===== src/rtl/brq_ifu_mem_arbiter.sv =====
`default_nettype none
// ============================================================================
//  Module   : brq_ifu_mem_arbiter
//  Brief    : Two-requester arbiter for the single instruction-memory port.
//             Port 0 is the prefetch buffer and port 1 is the debug/loader
//             fetch agent. A granted request's port ID is queued in order, so
//             each in-order memory response is routed back to its originator.
//  Options  : BRQ_IFU_ARB_RR_EN - round-robin arbitration. When it is not
//             defined, port 0 has fixed priority.
//  Revision : 1.0 - initial release
// ============================================================================
module brq_ifu_mem_arbiter #(
  parameter int unsigned MaxOutstanding = 4
) (
  input  logic              clk_i,
  input  logic              rst_i,
  input  logic [1:0]        req_i,
  input  logic [1:0][31:0]  addr_i,
  output logic [1:0]        gnt_o,
  output logic [1:0]        rvalid_o,
  output logic [31:0]       rdata_o,
  output logic              err_o,
  output logic              mem_req_o,
  output logic [31:0]       mem_addr_o,
  input  logic              mem_gnt_i,
  input  logic              mem_rvalid_i,
  input  logic [31:0]       mem_rdata_i,
  input  logic              mem_err_i,
  output logic              busy_o
);

  localparam int unsigned c_ptr_w = $clog2(MaxOutstanding);
  localparam int unsigned c_cnt_w = c_ptr_w + 1;
  localparam logic [c_cnt_w-1:0] c_cnt_max = c_cnt_w'(MaxOutstanding);

  // State registers
  logic [c_cnt_w-1:0]        count_q, count_d;
  logic [c_ptr_w-1:0]        wr_ptr_q, wr_ptr_d;
  logic [c_ptr_w-1:0]        rd_ptr_q, rd_ptr_d;
  logic [MaxOutstanding-1:0] id_fifo_q, id_fifo_d;
  logic                      lock_q, lock_d;
  logic                      lock_port_q, lock_port_d;
`ifdef BRQ_IFU_ARB_RR_EN
  logic                      prio_q, prio_d;
`endif

  // Combinational decisions
  logic        winner;
  logic        winner_valid;
  logic        full;
  logic        push;
  logic        pop;
  logic        head_id;
  logic [31:0] winner_addr;

  // Winner selection: a locked port keeps the memory port until granted.
  always_comb begin
    winner       = 1'b0;
    winner_valid = 1'b0;
    if (lock_q) begin
      winner       = lock_port_q;
      winner_valid = req_i[lock_port_q];
    end else begin
`ifdef BRQ_IFU_ARB_RR_EN
      if (req_i[prio_q]) begin
        winner       = prio_q;
        winner_valid = 1'b1;
      end else if (req_i[~prio_q]) begin
        winner       = ~prio_q;
        winner_valid = 1'b1;
      end
`else
      if (req_i[0]) begin
        winner       = 1'b0;
        winner_valid = 1'b1;
      end else if (req_i[1]) begin
        winner       = 1'b1;
        winner_valid = 1'b1;
      end
`endif
    end
  end

  // Request/response handshake and output drive; reset forces every output low.
  always_comb begin
    full        = (count_q == c_cnt_max);
    head_id     = id_fifo_q[rd_ptr_q];
    winner_addr = addr_i[winner];

    mem_req_o  = winner_valid & ~full & ~rst_i;
    mem_addr_o = rst_i ? 32'h0 : (winner_addr & 32'hFFFF_FFFC);
    push       = mem_req_o & mem_gnt_i;
    // A response with nothing outstanding is stray and must not underflow.
    pop        = mem_rvalid_i & (count_q != '0) & ~rst_i;

    gnt_o = 2'b00;
    if (push) begin
      gnt_o[winner] = 1'b1;
    end

    rvalid_o = 2'b00;
    if (pop) begin
      rvalid_o[head_id] = 1'b1;
    end

    rdata_o = rst_i ? 32'h0 : mem_rdata_i;
    err_o   = rst_i ? 1'b0  : mem_err_i;
    busy_o  = ~rst_i & ((count_q != '0) | mem_req_o);
  end

  // Next-state for ID FIFO, outstanding count, lock and priority pointer.
  always_comb begin
    count_d     = count_q;
    wr_ptr_d    = wr_ptr_q;
    rd_ptr_d    = rd_ptr_q;
    id_fifo_d   = id_fifo_q;
    lock_d      = lock_q;
    lock_port_d = lock_port_q;
`ifdef BRQ_IFU_ARB_RR_EN
    prio_d      = prio_q;
`endif

    if (push) begin
      id_fifo_d[wr_ptr_q] = winner;
      wr_ptr_d            = wr_ptr_q + c_ptr_w'(1);
`ifdef BRQ_IFU_ARB_RR_EN
      prio_d              = ~winner;
`endif
    end
    if (pop) begin
      rd_ptr_d = rd_ptr_q + c_ptr_w'(1);
    end
    if (push && !pop) begin
      count_d = count_q + c_cnt_w'(1);
    end else if (!push && pop) begin
      count_d = count_q - c_cnt_w'(1);
    end

    // While the outstanding limit is reached the lock is frozen. Otherwise a
    // stalled request locks its port, a grant unlocks, and a locked port that
    // withdraws its request (no issue at all) also unlocks.
    if (!full) begin
      if (mem_req_o && !mem_gnt_i) begin
        lock_d      = 1'b1;
        lock_port_d = winner;
      end else begin
        lock_d      = 1'b0;
      end
    end
  end

  // State register update with synchronous reset.
  always_ff @(posedge clk_i) begin
    if (rst_i) begin
      count_q     <= '0;
      wr_ptr_q    <= '0;
      rd_ptr_q    <= '0;
      id_fifo_q   <= '0;
      lock_q      <= 1'b0;
      lock_port_q <= 1'b0;
`ifdef BRQ_IFU_ARB_RR_EN
      prio_q      <= 1'b0;
`endif
    end else begin
      count_q     <= count_d;
      wr_ptr_q    <= wr_ptr_d;
      rd_ptr_q    <= rd_ptr_d;
      id_fifo_q   <= id_fifo_d;
      lock_q      <= lock_d;
      lock_port_q <= lock_port_d;
`ifdef BRQ_IFU_ARB_RR_EN
      prio_q      <= prio_d;
`endif
    end
  end

endmodule
`default_nettype wire


===== config.mk =====
export PLATFORM = sky130hd
export DESIGN_NAME = brq_ifu_mem_arbiter
export DESIGN_NICKNAME = d
export VERILOG_FILES = /design/src/rtl/brq_ifu_mem_arbiter.sv
export SDC_FILE = /design/constraint.sdc
export NUM_CORES = 1
export LEC_CHECK = 0
export CAP_MARGIN = 20
export CORE_MARGIN = 5
export CORE_UTILIZATION = 27
export CTS_CLUSTER_SIZE = 16
export DETAILED_ROUTE_END_ITERATION = 10
export GPL_ROUTABILITY_DRIVEN = 0
export GPL_TIMING_DRIVEN = 0
export PLACE_DENSITY = 0.85
export SLEW_MARGIN = 20
export SYNTH_ARGS = -nofsm -noshare
export SYNTH_HDL_FRONTEND = slang
export SYNTH_SLANG_ARGS = --single-unit

===== constraint.sdc =====
create_clock -name clk_i -period 2.8 [get_ports clk_i]
set_input_delay 0.28 -clock clk_i [delete_from_list [all_inputs] [get_ports clk_i]]
set_output_delay 0.28 -clock clk_i [all_outputs]
set_load 0.005 [all_outputs]

* Word-level counts from Yosys, hierarchy flattened
Index checks and enable logic that the tools add are counted.
** Cells by class
- $add $sub $neg :: 4
- Magnitude comparators :: 8
- Equal/unequal tests :: 1
- Mux-type cells :: 26
- Bitwise logic cells :: 9
- Reductions and logical operators :: 12
** Operators by type and width (count)
- two-way mux 32 bit :: 4
- two-way mux 1 bit :: 13
- bitwise AND 1 bit :: 6
- logical AND 1 bit :: 6
- < comparator 1 x 2 -> 1 bit, second input constant :: 3
- < comparator 2 x 3 -> 1 bit, second input constant :: 2
- two-way mux 3 bit :: 2
- adder 2 x 1 -> 2 bit, second input constant :: 2
- bitwise mux 4 bit :: 1
- two-way mux 2 bit :: 2
- adder 3 x 1 -> 3 bit, second input constant :: 1
- == test 3 bit, second input constant :: 1
- zero test 1 bit :: 3
- nonzero test 3 bit :: 1
- subtractor 3 x 1 -> 3 bit, second input constant :: 1
- binary-select mux 1 bit (select 2 bit) :: 1
- demux 1 bit (select 1 bit) :: 2
- demux 1 bit (select 2 bit) :: 1
- >= comparator 1 bit, second input constant :: 2
- >= comparator 2 x 1 -> 1 bit, second input constant :: 1
- inverter 1 bit :: 2
- AND reduction 2 bit :: 1
- nonzero test 2 bit :: 1
- bitwise OR 1 bit :: 1
** Storage, ports and cells
- Flip-flop bits (word level) :: 13
- Logic and storage cells :: 66

* Longest topological paths before layout
- Depth after elaboration :: 10
- Gate-level depth with buffers :: 10
- Gate-level depth less buffers :: 10

* Worst setup path after synthesis
No wires, ideal clock.
- Kind :: flip-flop to flip-flop
- From :: reg count_q[0]
- To :: reg count_q[2]
- Arrival time :: 2263 ps
- Setup slack :: 467 ps
- Cell stages (with the launch flop) :: 11
- Buffers on the path :: 0
- Period minus slack after synthesis :: 2333 ps
- Cells stage by stage :: dfxtp_1 nor3b_4 nor3b_2 nand2_1 inv_1 ha_1 inv_1 fa_1 xor2_1 or3_1 a21oi_1
** Between the ends
- Word-level cells in the longest chain between the ends :: 8
- Elaborated cells between the ends (all ways) :: 17
- Those cells by class :: 2 x add/sub; 1 x eq/ne; 2 x mux; 6 x bitwise; 6 x reduce/logical
** Ends and longest elaborated chain
- start, declared :: RTL line 37 : logic [c_cnt_w-1:0] count_q, count_d;
- start signal, assigned :: RTL line 165 : count_q <= count_d;
- == test 3 bit * :: RTL line 86 : full = (count_q == c_cnt_max);
- inverter 1 bit (no line) *
- bitwise AND 1 bit * (2 in a row) :: RTL line 90 : mem_req_o = winner_valid & ~full & ~rst_i;
- bitwise AND 1 bit * :: RTL line 92 : push = mem_req_o & mem_gnt_i;
- net push :: RTL line 51 : logic push;
- zero test 1 bit :: RTL line 135 : end else if (!push && pop) begin
- logical AND 1 bit :: RTL line 135
- nonzero test 2 bit (no line)
Mark *: on every way through the listed nets, which the timed path passes. The rest lies on a longest branch. The select of a mux whose other input is x is not followed.
A chain may end at the register's enable or synchronous reset.

* Worst setup path after layout
- From :: in req_i[0]
- To :: reg count_q[2]
** Between the ends
- Word-level cells in the longest chain between the ends :: 9
- Elaborated cells between the ends (all ways) :: 12
- Those cells by class :: 5 x mux; 3 x bitwise; 4 x reduce/logical
** Ends and longest elaborated chain
- start, declared :: RTL line 17 : input logic [1:0] req_i,
- two-way mux 1 bit (implied by the code) (2 in a row) :: RTL line 62 : winner_valid = req_i[lock_port_q];
- two-way mux 1 bit * :: RTL line 60 : if (lock_q) begin
- bitwise AND 1 bit * (2 in a row) :: RTL line 90
- bitwise AND 1 bit * :: RTL line 92
- net push :: RTL line 51
- zero test 1 bit :: RTL line 135
- logical AND 1 bit :: RTL line 135
- nonzero test 2 bit (no line)
Marks and branches as above.

==> metrics.md <==
| Metric | Value |
|---|---|
| Pre-CTS WS | `-0.1694 ns` |
| Worst reg2reg endpoint | `count_q[2]` |
| Pwr Total | `0.9931 mW` |
| Max Clock Freq | `387.3 MHz` |
| Most common cell on crit path | `inv_1` |
| Critical path, cell by cell | `clkdlybuf4s50_1 -> mux2i_1 -> a21oi_4 -> nand2_1 -> inv_1 -> ha_1 -> inv_1 -> fa_1 -> xor2_1 -> or3_1 -> a21oi_1` |
| Final hold slack | `~0.45 ns` |
| H-Tree Depth | `1` |
| Outcome | `completed` |
| CP Data Required Time | `2.99 ns` |
| PwrDens | `between 300 and 400 nW/µm²` |
| DR WL/cell | `13.87 µm` |
| Row cnt | `26` |
| CP delay by family, top | `buffers and inverters` |
| Area grow syn2layout | `128.3%` |
| Total gr overflow | `0` |
| TNS Setup | `0 ns` |
| Reg2reg path depth | `10` |
| CTS tree | `yes` |
| Later-pin clock latency in the skew report | `0.25 ns` |
| Final core occ | `0.6365` |
| Starting density of the core | `0.2788` |
| Largest net degree at the start of global routing | `11` |
| CP Capture Type | `flip-flop` |
| Seq/Total Area, Yosys | `0.1828` |
| Slowest CP cell | `clkdlybuf4s50_1` |
| Routed Wire Length | `about 6.4 mm` |
| Dpl cell area | `about 3200 µm²` |
| Die area | `about 7000 µm²` |
| LEAKAGE | `approximately 1.3 nW` |
| Hold crit path type | `in2reg` |
| Initial antenna violation count | `0` |
| Layout cells sized above 1 | `0.06361` |
| Vias per cell | `about 4.5` |
| Final non-filler cell total | `around 460` |
| Fin area | `approximately 3300 µm²` |
| CP arrival | `~2.8 ns` |
| Final min period | `roughly 2.6 ns` |
| R2R Path Start | `count_q[0]` |
| Hpwl dp | `5.490 mm` |
| Max-slew violation count | `0` |
| Total Routing Usage GR | `0.1698` |
| Port-buffer cells | `166` |
| First-pass GRT wire length | `approximately 9.2 mm` |
| Core box area | `5107 µm²` |
| Maxcap violations | `0` |
| Diode count | `0` |
| Clock tree buffer depth | `2` |
| WP depth | `11` |
| Antenna viol nets, final | `0` |
| Die Y | `slightly above 80 µm` |
| Synthesized area | `around 1400 µm²` |
| Cells after Synth | `220` |
| FF+latch count, synth | `13` |
| Number of global-route vias before repair | `slightly above 2k` |
| Worst path bufs/invs | `3` |
| DRC | `0` |
| TritonCTS Buffers | `3` |
| Max IR drop VDD | `between 0.15 and 0.2 mV` |
| Layout Skew | `a little under 0.002 ns` |
| CP peak stage delay | `around 0.52 ns` |
| Crit path max fanout | `8` |
| Drt pass-1 iters | `4` |
| Setup ws final | `0.2180 ns` |
| R2R Setup Slk | `0.27 ns` |
| Top-Level Pins | `~170` |
| RSZ-0062 raised after global routing | `false` |
| Vias | `2095` |
| # clock sinks | `13` |
| Synthesized area per cell | `6.472 µm²` |
| Start point of the critical path | `req_i[0]` |
| Setup-failing EPs final | `0` |
| Unique masters post-synth | `35` |
| Nets | `503` |
| WS Path Type | `in2reg` |
| Syn. warnings | `0` |
| Final Cycle Share | `0.9221` |
| Critical path startpoint category | `primary input` |
| Die Width | `approximately 83 µm` |
| Reg clk slew, reported paths | `0.06 ns` |
| CTS root buffer | `clkbuf_8` |
| Final Hold Viols | `0` |
| Worst setup path endpoint | `count_q[2]` |
| Inst Count DP | `about 460` |
| Drt first-iter violations | `slightly above 100` |
## logic make-up after synthesis
logic type / Yosys count / synth area share
other cells: 1 / 0.002634
compound gates: 54 / 0.2144
simple gates: 116 / 0.4051
flops: 13 / 0.1828
xor+xnor: 3 / 0.01846
mux: 3 / 0.02988
buf+inv: 24 / 0.08875
fa+ha+maj: 6 / 0.05800
## flip-flops by register name, indices dropped and copies added, names as in the netlist
signal,flops
rd_ptr_q,2
lock_q,1
id_fifo_q,4
lock_port_q,1
count_q,3
wr_ptr_q,2
## final cells by class
cell class | count | area (µm²)
inverters | 6 | 22.52
repair buffers | 168 | 1677
fillers | 450 | 1857
plain buffers | 18 | 103.9
clock buffers | 4 | 45.04
multi-input cells | 184 | 1055
well taps | 70 | 87.58
flip-flops and latches | 13 | 260.3
## cell usage after synthesis (all sizes together)
library cell | instances | area share
nand2b | 1 | 0.0044
a21o | 1 | 0.0053
a21oi | 37 | 0.13
nor2b | 33 | 0.14
fa | 1 | 0.014
buf | 9 | 0.035
nor2 | 9 | 0.024
o21a | 1 | 0.0053
a31oi | 4 | 0.018
clkbuf | 9 | 0.038
and2 | 1 | 0.0053
mux4 | 1 | 0.016
or3 | 2 | 0.0088
ha | 5 | 0.044
mux2i | 2 | 0.014
a22oi | 1 | 0.0053
nand3 | 2 | 0.0070
a311oi | 5 | 0.031
inv | 6 | 0.016
nor3 | 2 | 0.011
nand2 | 62 | 0.16
or3b | 1 | 0.0062
nor3b | 3 | 0.031
xnor2 | 1 | 0.0062
dfxtp | 13 | 0.18
xor2 | 2 | 0.012
conb | 1 | 0.0026
o21ai | 5 | 0.018
## what timing repair did
action | 4_1_cts | 5_1_grt
hold buffers | 0 | 0
endpoints found under the setup margin | 0 | 1
buffers inserted | 0 | 2
resized for setup | 0 | 2
## per-layer routing
layer  vias up  global-route usage  share of wire
li1       1069                   -              -
met1       902              0.1754           0.35
met2       114              0.3109           0.51
met3        10             0.06616           0.12
met4         0             0.05719          0.015
met5         -                   0              0
## power by group
part | switching, mW | leakage (nW) | internal [mW]
clock | 0.0725 | 0.0228 | 0.101
sequential | 0.0345 | 0.106 | 0.210
combinational | 0.220 | 1.12 | 0.355
## cells in the final DEF (no fill, tap or decap), types with 2 or more instances in the layout
cell type	n
a21oi_1	36
a311oi_1	5
a31oi_1	4
buf_2	7
buf_4	4
clkbuf_1	8
clkbuf_8	5
clkdlybuf4s50_1	166
conb_1	2
dfxtp_1	13
ha_1	5
inv_1	5
mux2i_1	2
nand2_1	62
nand3_1	2
nor2_1	9
nor2b_1	33
nor3b_4	2
o21ai_0	4
or3_1	2
xor2_1	2
## worst register-to-register path, delay by kind of cell (launching register included)
kind	cells	cell delay [ns]
flops	1	0.46
simple gates	4	0.88
fa+ha+maj	2	0.60
compound gates	1	0.13
xor+xnor	1	0.16
buf+inv	2	0.24
## worst min path at each step
stage / from / to / slack (ns) / depth (start not counted)
final: rst_i / wr_ptr_q[1] / 0.45 / 4
after global routing: rst_i / count_q[2] / 0.47 / 3
after detailed placement: rd_ptr_q[1] / rd_ptr_q[1] / 0.50 / 2
after CTS: rst_i / rd_ptr_q[1] / 0.44 / 3
after global placement: rd_ptr_q[1] / rd_ptr_q[1] / 0.48 / 2
after floorplan: rd_ptr_q[1] / rd_ptr_q[1] / 0.46 / 2
Note: power is estimated with default switching activity, not from simulation.
